==> src/rtl/led_pattern_pkg.sv <==
// rtl/led_pattern_pkg.sv - shared mode and direction encodings for the LED pattern generator
package led_pattern_pkg;

  typedef enum logic [1:0] {
    MODE_ROT_L  = 2'd0,
    MODE_ROT_R  = 2'd1,
    MODE_BOUNCE = 2'd2,
    MODE_BLINK  = 2'd3
  } mode_t;

  typedef enum logic {
    DIR_UP   = 1'b0,
    DIR_DOWN = 1'b1
  } dir_t;

endpackage

==> src/rtl/led_pattern_gen_tick_gen.sv <==
// rtl/led_pattern_gen_tick_gen.sv - free-running step divider with pause hold and synchronous clear
module tick_gen #(
  parameter int TICK_PERIOD = 25000000,
  parameter int CNT_W       = $clog2(TICK_PERIOD)
) (
  input  logic sys_clk,
  input  logic sys_rst,
  input  logic pause,
  input  logic clr,
  output logic tick
);

  localparam logic [CNT_W-1:0] CNT_MAX = CNT_W'(TICK_PERIOD - 1);

  logic [CNT_W-1:0] cnt;

  // clr outranks pause so a load always restarts a full period
  always_ff @(posedge sys_clk or negedge sys_rst) begin
    if (!sys_rst) begin
      cnt <= '0;
    end else if (clr) begin
      cnt <= '0;
    end else if (!pause) begin
      cnt <= (cnt == CNT_MAX) ? '0 : cnt + 1'b1;
    end
  end

  assign tick = (cnt == CNT_MAX) && !pause && !clr;

endmodule

==> src/rtl/led_pattern_gen.sv <==
// rtl/led_pattern_gen.sv - LED pattern generator: mode/dir/led registers stepped by tick_gen
module led_pattern_gen
  import led_pattern_pkg::*;
#(
  parameter int LED_NUM     = 4,
  parameter int TICK_PERIOD = 25000000
) (
  input  logic               sys_clk,
  input  logic               sys_rst,
  input  logic [1:0]         mode_sel,
  input  logic               mode_load,
  input  logic               pause,
  output logic [LED_NUM-1:0] led,
  output logic               tick
);

  localparam int CNT_W = $clog2(TICK_PERIOD);
  localparam logic [LED_NUM-1:0] LED_FIRST = LED_NUM'(1);
  localparam logic [LED_NUM-1:0] LED_LAST  = LED_FIRST << (LED_NUM - 1);

  mode_t              mode, mode_nxt;
  dir_t               dir, dir_nxt;
  logic [LED_NUM-1:0] led_nxt;

  // Written as shift-or so a single LED simply holds its value
  function automatic logic [LED_NUM-1:0] rot_l(input logic [LED_NUM-1:0] v);
    return (v << 1) | (v >> (LED_NUM - 1));
  endfunction

  function automatic logic [LED_NUM-1:0] rot_r(input logic [LED_NUM-1:0] v);
    return (v >> 1) | (v << (LED_NUM - 1));
  endfunction

  tick_gen #(
    .TICK_PERIOD(TICK_PERIOD),
    .CNT_W      (CNT_W)
  ) u_tick_gen (
    .sys_clk(sys_clk),
    .sys_rst(sys_rst),
    .pause  (pause),
    .clr    (mode_load),
    .tick   (tick)
  );

  always_ff @(posedge sys_clk or negedge sys_rst) begin
    if (!sys_rst) begin
      mode <= MODE_ROT_L;
      dir  <= DIR_UP;
      led  <= LED_FIRST;
    end else begin
      mode <= mode_nxt;
      dir  <= dir_nxt;
      led  <= led_nxt;
    end
  end

  always_comb begin
    mode_nxt = mode;
    dir_nxt  = dir;
    led_nxt  = led;
    if (mode_load) begin
      mode_nxt = mode_t'(mode_sel);
      case (mode_t'(mode_sel))
        MODE_ROT_L, MODE_BOUNCE: begin
          led_nxt = LED_FIRST;
          dir_nxt = DIR_UP;
        end
        MODE_ROT_R: led_nxt = LED_LAST;
        MODE_BLINK: led_nxt = '1;
      endcase
    end else if (tick) begin
      case (mode)
        MODE_ROT_L: led_nxt = rot_l(led);
        MODE_ROT_R: led_nxt = rot_r(led);
        // Turn around on the endpoint itself so it is never shown twice in a row
        MODE_BOUNCE: begin
          if (dir == DIR_UP) begin
            if (led[LED_NUM-1]) begin
              dir_nxt = DIR_DOWN;
              led_nxt = rot_r(led);
            end else begin
              led_nxt = rot_l(led);
            end
          end else begin
            if (led[0]) begin
              dir_nxt = DIR_UP;
              led_nxt = rot_l(led);
            end else begin
              led_nxt = rot_r(led);
            end
          end
        end
        MODE_BLINK: led_nxt = ~led;
      endcase
    end
  end

endmodule

==> config.mk <==
export PLATFORM = sky130hd
export DESIGN_NAME = led_pattern_gen
export DESIGN_NICKNAME = d
export VERILOG_FILES = /design/src/rtl/led_pattern_pkg.sv /design/src/rtl/led_pattern_gen_tick_gen.sv /design/src/rtl/led_pattern_gen.sv
export SDC_FILE = /design/constraint.sdc
export NUM_CORES = 1
export LEC_CHECK = 0
export CAP_MARGIN = 20
export CORE_MARGIN = 2
export CORE_UTILIZATION = 63
export DETAILED_ROUTE_END_ITERATION = 8
export GPL_ROUTABILITY_DRIVEN = 0
export HOLD_SLACK_MARGIN = 0.08
export PLACE_DENSITY = 0.86
export RECOVER_POWER = 50
export SYNTH_ARGS = -nofsm -noshare
export SYNTH_HDL_FRONTEND = slang
export SYNTH_SLANG_ARGS = --single-unit
==> constraint.sdc <==
create_clock -name sys_clk -period 3.1 [get_ports sys_clk]
set_input_delay 0.31 -clock sys_clk [delete_from_list [all_inputs] [get_ports sys_clk]]
set_output_delay 0.31 -clock sys_clk [all_outputs]
set_load 0.02 [all_outputs]
==> reports/results.ini <==
[setup_path]
end_kind = primary output
r2r_cells = 6
timing.rr.end = u_tick_gen.cnt[13]$_DFFE_PN0P_
start_kind = register
crit_type = register to primary output
worstPathArrival_ps = 2520
timing.rr.start = u_tick_gen.cnt[0]$_DFFE_PN0P_
reg2reg_slack_ps = 1150
worstPathMaxFanout = 6
worstPathRequired_ps = 2790

[clocking]
cts_resized = 0
clk_path_buf_depth = 2
cts_buffers = 5
htreeDepth = 2
clk_latency_ps = 340
cts_sinks = 32
hold_buffers = 0
path_clk_slew_ps = 100
cts-root-buf = clkbuf_4
post_cts.repair.setup_buffers = 0
tritoncts = done

[route]
wl_per_cell_um = 15.6
vias = 1493
drt-total-wl_mm = 3.82
first_iter_violations = 90
drc = 1
final_antenna_net_count = 0
dr.pass1.iters = 6
via_per_inst = 6.09

[power]
p_per_area_nw_per_um2 = 392
leakage_nw = 0.828
ir_worst_vdd_mv = 0.269
power_mw = 0.809

[timing]
slew_viol_final = 0
rsz0062_at_grt = no
worst_pin_slew_ps = 952
fin_crit_sh = 0.914
hold_viol = 0
timing.hold.ws_ps = 444
slew_headroom = 0.365
skew_ps = 8.62
period_needed_ps = 2830
finalSetupTns_ps = 0
setup_ws_ps = 268
setup_viol_count_final = 0
fmax_mhz = 353

[floorplan]
fp.coreArea_um2 = 2810
pin_count = 11
rows = 19
die_w_um = 58.6
start_util = 0.669
die_area_um2 = 3430
die_h_um = 58.6

[placement]
place_hpwl_mm = 2.78
placedInstanceArea_um2 = 2010
post-place-ws_ps = 620
io_buffers = 10
placedCellCount = 238

[yosys]
synth-seq-cells = 32
yosysTopAreaCell = dfrtp_1
ys_warn_count = 0
syn_avg_cell_area_um2 = 9.34
syn_inst = 201
synth_cell_types = 48
ys_async_sr_fraction = 1.00
syn_nets = 208
yosysTopAreaCellShare = 0.413
synth-edff-count = 0
synth_ff_type = dfrtp_1
syn_area_um2 = 1880
yosysSeqAreaShare = 0.427
synthTopCellsByArea = dfrtp_1 (41%), xor2_1 (7.0%), nor2_1 (5.6%)

[final_layout]
nets = 221
fillers = 199
multi_input_area_um2 = 1020
drive_gt1_frac = 0.117
regArea_um2 = 802
antenna_cells = 0
final_cell_area_um2 = 2060
final-instance-count-excl-fill = 245
syn_to_final_growth_pct = 10.0
utilization = 0.736

[global_routing]
grt_usage = 0.259
grt_pass1_wl_mm = 6.70
grt_max_degree = 20
antenna_found_initial = 0
first_global_vias = 1502
grt_overflow = 0

[worst_hold_path]
hp-class = primary input to async pin

[status]
violations = DRC
outcome = finished with violations

[flow_run]
timing.max_cap.violations = 0

==> placed cells by master (no fill, tap or decap), drive strengths merged, types with 2 or more instances in the layout <==
| cell | instances |
|---|---|
| nor2b | 3 |
| and3 | 4 |
| nor3 | 5 |
| o211ai | 2 |
| clkbuf | 9 |
| and4 | 2 |
| dlygate4sd3 | 2 |
| nand2b | 4 |
| or3 | 3 |
| dfrtp | 31 |
| inv | 7 |
| a21boi | 2 |
| o31ai | 2 |
| o21ai | 10 |
| a21oi | 9 |
| xnor2 | 6 |
| mux2i | 2 |
| nor2 | 28 |
| nor4 | 4 |
| nand3 | 12 |
| nand2 | 18 |
| xor2 | 15 |
| clkdlybuf4s50 | 8 |
| nor3b | 2 |
| nand4 | 10 |
==> area by class of cell <==
type / instances / area share
sequential: 32 / 0.388
timing repair buffer: 13 / 0.0558
multi-input combinational: 155 / 0.493
inverter: 7 / 0.0127
tap: 31 / 0.0188
clock buffer: 7 / 0.0315
==> cell families after synthesis <==
family	count (synthesis)	share of synthesized area
DFF	32	0.427
adders and majority gates	1	0.00667
buffers and inverters	14	0.0307
muxes	3	0.0167
and+or+nand+nor	100	0.313
xor gates and xnor gates	21	0.0980
AOI/OAI and AO/OA	30	0.108
==> synthesized netlist by cell type (3+ instances only) <==
cell and count:
xnor2_1 6, nor4_4 3, dfrtp_1 31, o21ai_0 10
nand3_1 11, nand4_1 9, a21oi_1 8, and3_1 3
inv_1 7, clkbuf_1 4, nor2b_1 3, nand2_1 18
xor2_1 15, nand2b_1 4, nor2_1 28, nor3_1 4
==> worst max-delay path: stages (launching register included) <==
cell             delay [ps]
dfrtp_1                 460
nor4_4                  340
nand4_4                 170
or3_4                   440
nor3_1                  140
clkdlybuf4s50_1         630
==> worst max path at each step <==
stage                     slack, ps                          start  cells after the start  endpoint
after CTS                       240  u_tick_gen.cnt[9]$_DFFE_PN0P_                      5      tick
after global routing            140  u_tick_gen.cnt[9]$_DFFE_PN0P_                      5      tick
after floorplan                 980  u_tick_gen.cnt[9]$_DFFE_PN0P_                      4      tick
after detailed placement        620  u_tick_gen.cnt[9]$_DFFE_PN0P_                      5      tick
final                           270  u_tick_gen.cnt[9]$_DFFE_PN0P_                      5      tick
after global placement          650  u_tick_gen.cnt[9]$_DFFE_PN0P_                      5      tick
==> routing by layer <==
layer	global-route usage	vias up	share of wire
met3	0.0549	5	0.032
met4	0.107	0	0.012
met2	0.425	18	0.51
met5	0	-	0
li1	-	728	-
met1	0.335	742	0.44
==> registers in the layout, indices dropped and copies added, names as in the netlist <==
name / flops
u_tick_gen.cnt: 25
led: 4
dir: 1
mode: 2
==> report_power, final <==
group | total, mW | internal, mW | leakage (nW) | switching (mW)
clock | 0.267 | 0.128 | 0.0374 | 0.139
sequential | 0.447 | 0.428 | 0.432 | 0.0187
combinational | 0.0948 | 0.0419 | 0.358 | 0.0529
total | 0.809 | 0.599 | 0.828 | 0.210
No activity file was read; power rests on OpenSTA's default activity.
